===== src/rtl/midi_rt_parser_if.sv =====
// Byte stream in, controller events out, for midi_rt_parser.
// The source side uses master; the parser uses slave.
interface midi_rt_parser_if;
    logic [7:0] midi_byte;
    logic       byte_valid;
    logic [7:0] ictrl;
    logic [7:0] ictrl_data;
    logic       pitch_cmd;
    logic       ctrl_cmd;
    logic       rs_valid;

    modport master (
        output midi_byte, byte_valid,
        input  ictrl, ictrl_data, pitch_cmd, ctrl_cmd, rs_valid
    );

    modport slave (
        input  midi_byte, byte_valid,
        output ictrl, ictrl_data, pitch_cmd, ctrl_cmd, rs_valid
    );
endinterface


===== src/rtl/midi_rt_parser.sv =====
// MIDI channel-message parser emitting pitch-bend and control-change strobes.
// Define MIDI_OMNI_EN to accept all 16 channels and ignore CHANNEL.
module midi_rt_parser #(
    parameter int CHANNEL   = 0,
    parameter int PULSE_LEN = 2
) (
    input  logic CLOCK_25,
    input  logic reset_data,
    midi_rt_parser_if.slave bus
);
    localparam logic [3:0] CH   = 4'(CHANNEL);
    localparam logic [3:0] PLEN = 4'(PULSE_LEN);

    typedef enum logic [1:0] {IDLE, D1, D2, SYSEX} state_t;

    state_t     state_q, state_d;
    logic [3:0] rs_type_q, rs_type_d;
    logic       rs_match_q, rs_match_d;
    logic       rs_valid_q, rs_valid_d;
    logic [6:0] d1_q, d1_d;
    logic [3:0] cnt_q, cnt_d;
    logic       pitch_q, pitch_d;
    logic       ctrl_q, ctrl_d;
    logic [7:0] ictrl_q, ictrl_d;
    logic [7:0] data_q, data_d;

    logic       done;
    logic       match;
    logic [7:0] b;

    assign b = bus.midi_byte;

`ifdef MIDI_OMNI_EN
    assign match = 1'b1;
`else
    assign match = (b[3:0] == CH);
`endif

    always_comb begin
        state_d    = state_q;
        rs_type_d  = rs_type_q;
        rs_match_d = rs_match_q;
        rs_valid_d = rs_valid_q;
        d1_d       = d1_q;
        cnt_d      = cnt_q;
        pitch_d    = pitch_q;
        ctrl_d     = ctrl_q;
        ictrl_d    = ictrl_q;
        data_d     = data_q;
        done       = 1'b0;

        if (cnt_q != 4'd0) begin
            cnt_d = cnt_q - 4'd1;
            if (cnt_q == 4'd1) begin
                pitch_d = 1'b0;
                ctrl_d  = 1'b0;
            end
        end

        // Real-time bytes (F8-FF) fall through untouched.
        if (bus.byte_valid && !(b[7:3] == 5'b11111)) begin
            if (b[7]) begin
                if (b[7:4] != 4'hF) begin
                    rs_type_d  = b[7:4];
                    rs_match_d = match;
                    rs_valid_d = 1'b1;
                    state_d    = D1;
                end else begin
                    rs_valid_d = 1'b0;
                    state_d    = (b == 8'hF0) ? SYSEX : IDLE;
                end
            end else begin
                unique case (state_q)
                    D1: begin
                        d1_d = b[6:0];
                        if (rs_type_q == 4'hC || rs_type_q == 4'hD) begin
                            state_d = D1;
                        end else begin
                            state_d = D2;
                        end
                    end
                    D2: begin
                        done    = 1'b1;
                        state_d = D1;
                    end
                    default: ;
                endcase
            end
        end

        if (done && rs_match_q &&
            (rs_type_q == 4'hE || rs_type_q == 4'hB)) begin
            ictrl_d = {1'b0, d1_q};
            data_d  = {1'b0, b[6:0]};
            pitch_d = (rs_type_q == 4'hE);
            ctrl_d  = (rs_type_q == 4'hB);
            cnt_d   = PLEN;
        end
    end

    always_ff @(posedge CLOCK_25) begin
        if (reset_data) begin
            state_q    <= IDLE;
            rs_type_q  <= 4'd0;
            rs_match_q <= 1'b0;
            rs_valid_q <= 1'b0;
            d1_q       <= 7'd0;
            cnt_q      <= 4'd0;
            pitch_q    <= 1'b0;
            ctrl_q     <= 1'b0;
            ictrl_q    <= 8'd0;
            data_q     <= 8'd0;
        end else begin
            state_q    <= state_d;
            rs_type_q  <= rs_type_d;
            rs_match_q <= rs_match_d;
            rs_valid_q <= rs_valid_d;
            d1_q       <= d1_d;
            cnt_q      <= cnt_d;
            pitch_q    <= pitch_d;
            ctrl_q     <= ctrl_d;
            ictrl_q    <= ictrl_d;
            data_q     <= data_d;
        end
    end

    assign bus.ictrl      = ictrl_q;
    assign bus.ictrl_data = data_q;
    assign bus.pitch_cmd  = pitch_q;
    assign bus.ctrl_cmd   = ctrl_q;
    assign bus.rs_valid   = rs_valid_q;
endmodule


===== src/flat_wrapper.sv =====
// flat-port wrapper written by rule: the top's interface ports become plain ports
module midi_rt_parser_flat 
#(
    parameter int CHANNEL   = 0,
    parameter int PULSE_LEN = 2
)
  (CLOCK_25, reset_data, bus_midi_byte, bus_byte_valid, bus_ictrl, bus_ictrl_data, bus_pitch_cmd, bus_ctrl_cmd, bus_rs_valid);
  midi_rt_parser_if bus_i ();
  input  logic CLOCK_25;
  input  logic reset_data;
  input wire logic [$bits(bus_i.midi_byte)-1:0] bus_midi_byte;
  input wire logic [$bits(bus_i.byte_valid)-1:0] bus_byte_valid;
  output wire logic [$bits(bus_i.ictrl)-1:0] bus_ictrl;
  output wire logic [$bits(bus_i.ictrl_data)-1:0] bus_ictrl_data;
  output wire logic [$bits(bus_i.pitch_cmd)-1:0] bus_pitch_cmd;
  output wire logic [$bits(bus_i.ctrl_cmd)-1:0] bus_ctrl_cmd;
  output wire logic [$bits(bus_i.rs_valid)-1:0] bus_rs_valid;
  assign bus_i.midi_byte = bus_midi_byte;
  assign bus_i.byte_valid = bus_byte_valid;
  assign bus_ictrl = bus_i.ictrl;
  assign bus_ictrl_data = bus_i.ictrl_data;
  assign bus_pitch_cmd = bus_i.pitch_cmd;
  assign bus_ctrl_cmd = bus_i.ctrl_cmd;
  assign bus_rs_valid = bus_i.rs_valid;
  midi_rt_parser #(.CHANNEL(CHANNEL), .PULSE_LEN(PULSE_LEN)) u_core (.CLOCK_25(CLOCK_25), .reset_data(reset_data), .bus(bus_i));
endmodule

===== config.mk =====
export PLATFORM = sky130hd
export DESIGN_NAME = midi_rt_parser_flat
export DESIGN_NICKNAME = d
export VERILOG_FILES = /design/src/rtl/midi_rt_parser_if.sv /design/src/rtl/midi_rt_parser.sv /design/src/flat_wrapper.sv
export SDC_FILE = /design/constraint.sdc
export NUM_CORES = 1
export LEC_CHECK = 0
export CORE_UTILIZATION = 45
export CTS_CLUSTER_SIZE = 40
export DETAILED_ROUTE_END_ITERATION = 8
export GPL_TIMING_DRIVEN = 0
export PLACE_DENSITY = 0.68
export REMOVE_ABC_BUFFERS = 1
export SYNTH_ARGS = -nofsm -noshare
export SYNTH_HDL_FRONTEND = slang
export SYNTH_SLANG_ARGS = --single-unit

===== constraint.sdc =====
create_clock -name CLOCK_25 -period 1.8 [get_ports CLOCK_25]
set_input_delay 0.18 -clock CLOCK_25 [delete_from_list [all_inputs] [get_ports CLOCK_25]]
set_output_delay 0.18 -clock CLOCK_25 [all_outputs]
set_load 0.005 [all_outputs]

==> metrics <==
die height=a little under 60 µm; Slew headroom=0.165; endpoint type of the worst setup path=flop; # port buffers=27; #FFs+latches synth=35; setup violators final=0; post-DR wirelength/cell=between 10 and 15 µm; Initial Utilization=0.476; GR Overflow Total=0; ANT cells=0; Syn Area/Cell=9.98 µm²; TritonRoute pass-1 iters=3; Placed Cells=211; startpoint types=primary input; HP Class=flop to flop; H-tree depth=2; row count=20; I/O pin total=30; die width=59.1 µm; CP Data Required Time=1970 ps; synth unique cells=38; initial antenna violation count=0; DRT antenna net count=0; clk_lat worst skew=330 ps; final HPWL from detailed placement=2020 µm; worst endpoint data arrival time=1850 ps; vias in the first global route=1,059; CTS tree=built; Post-Syn Instances=147; # clock sinks=35; clk slew on worst S/H paths=100 ps; largest net degree at the start of global routing=37; MaxCap Viol Count=0; Max Freq=roughly 600 MHz; Worst Slack Setup Final=111 ps; fill count=290; post-layout util=0.585; Area growth syn-to-layout=22.8%; Slew @ Worst Pin=1250 ps; YS warnings=0; final slew viol count=0; Via density=5.08; share of layout cells above drive strength 1=0.0852; cts bufs inserted=5; VDD IR max=0.578 mV; hold depth=2; final worst path period share=0.938; post-layout min period=1690 ps; Pleak=0.648 nW; GRT Total Usage=0.187; RD Place Congestion=between 0.8 and 0.9; Worst R2R Path Depth=5; Setup Skew=6.64 ps; final non-filler cell total=between 200 and 250; number of DRC markers in iteration 0=37; DRT Wirelength=around 2800 µm; CTS max path bufs=2; RSZ-0062 raised after global routing=no; hold slack=between 400 and 500 ps; PD cells=726 nW/µm²; outcome=completed; most frequent cells in the layout=35 x nor2_1, 35 x dfxtp_1, 26 x clkdlybuf4s50_1; Final Hold Fails=0; Final #Nets=around 190; full die area=3490 µm²; first-pass GRT wire length=4780 µm; drt drc=0; Post-Place Setup Slack=-701 ps; post-synthesis cell area=1470 µm²; total power=1.31 mW; CTS Root Cell=clkbuf_4; DR vias=1,117; sequential area share after synthesis=0.478; worst setup path class=primary input to flop; core box area=~3100 µm²; Max FO, Critical Path=7
[timing repair]
action	4_1_cts	5_1_grt
pin swaps	0	1
hold buffers	0	0
resized for setup	1	1
buffers inserted	0	1
setup endpoints to repair	7	10
[cell usage after synthesis, drive strengths merged]
cell type	count	share of area
a21boi	2	0.010
nand4b	1	0.016
nor3	8	0.031
o32a	2	0.014
and3b	1	0.0060
inv	1	0.0026
clkbuf	3	0.015
o21ai	3	0.010
nand2	1	0.0026
o31ai	1	0.0051
dfxtp	35	0.48
dlygate4sd1	1	0.0060
and2b	1	0.0060
nand4	1	0.0043
or2	1	0.0043
and4	1	0.0060
a21oi	3	0.010
nand3b	1	0.0051
or4b	1	0.0068
mux2i	23	0.16
o22ai	2	0.0085
a31oi	1	0.0043
conb	1	0.0026
xnor2	2	0.012
or4	1	0.0051
buf	5	0.035
nand2b	2	0.0085
a211oi	3	0.019
nor2	35	0.090
a21bo	1	0.0068
nor4	2	0.0085
nor3b	1	0.0051
[logic make-up after synthesis]
group                  Yosys count  share of synthesized area
AND/OR/NAND/NOR                 58                      0.205
XOR/XNOR                         2                     0.0119
other                            1                    0.00256
AO/OA/AOI/OAI                   18                     0.0879
buffers and inverters           10                     0.0580
multiplexers                    23                      0.157
flip-flops                      35                      0.478
[per-layer routing]
layer / global-route usage / share of wire
met4: 0.0646 / 0.0078
met1: 0.224 / 0.45
met5: 0 / 0
met3: 0.0721 / 0.044
met2: 0.307 / 0.50
[worst paths after layout]
check	endpoint	slack [ps]	from
setup / recovery	u_core.d1_q[3]	110	bus_midi_byte[7]
hold / removal	u_core.bus.rs_valid	490	u_core.bus.rs_valid
setup reg to reg	u_core.bus.ictrl[0]	240	u_core.state_q[1]
hold reg to reg	u_core.bus.rs_valid	490	u_core.bus.rs_valid
[where the power goes]
| part | internal [mW] | total, mW | switching, mW |
|---|---|---|---|
| clock | 0.152 | 0.393 | 0.240 |
| combinational | 0.0541 | 0.110 | 0.0555 |
| sequential | 0.788 | 0.804 | 0.0157 |
| total | 0.995 | 1.31 | 0.312 |
[state kept, by name, indices dropped and copies added, names as in the netlist]
name and flops:
u_core.rs_match_q 1, u_core.bus.ctrl_cmd 1, u_core.bus.rs_valid 1, u_core.bus.ictrl 7, u_core.bus.pitch_cmd 1, u_core.d1_q 7, u_core.rs_type_q 4, u_core.bus.ictrl_data 7
u_core.cnt_q 4, u_core.state_q 2
[cell type report]
type / instances / area [µm²] / share of cell area
inverters: 1 / 3.75 / 0.00208
clock buffers: 7 / 45.0 / 0.0250
clock inverters: 1 / 5.00 / 0.00278
well taps: 44 / 55.1 / 0.0306
repair buffers: 29 / 295 / 0.164
flip-flops and latches: 35 / 701 / 0.389
multi-input cells: 103 / 696 / 0.386
[critical path, cell delays in order]
cell and delay, ps:
clkdlybuf4s50_1 510, nand2b_1 220, nor3b_2 620, mux2i_1 260
nor2_1 60
[metrics by stage]
| step | area, µm² | setup TNS [ps] |
|---|---|---|
| 6_report | 1800 | 0 |
| 5_1_grt | 1800 | 0 |
| 4_1_cts | 1790 | 0 |
| 3_5_place_dp | 1740 | -8990 |
| 3_3_place_gp | 1710 | -20960 |
| 2_1_floorplan | 1390 | -1680 |
No activity file was read; power rests on OpenSTA's default activity.
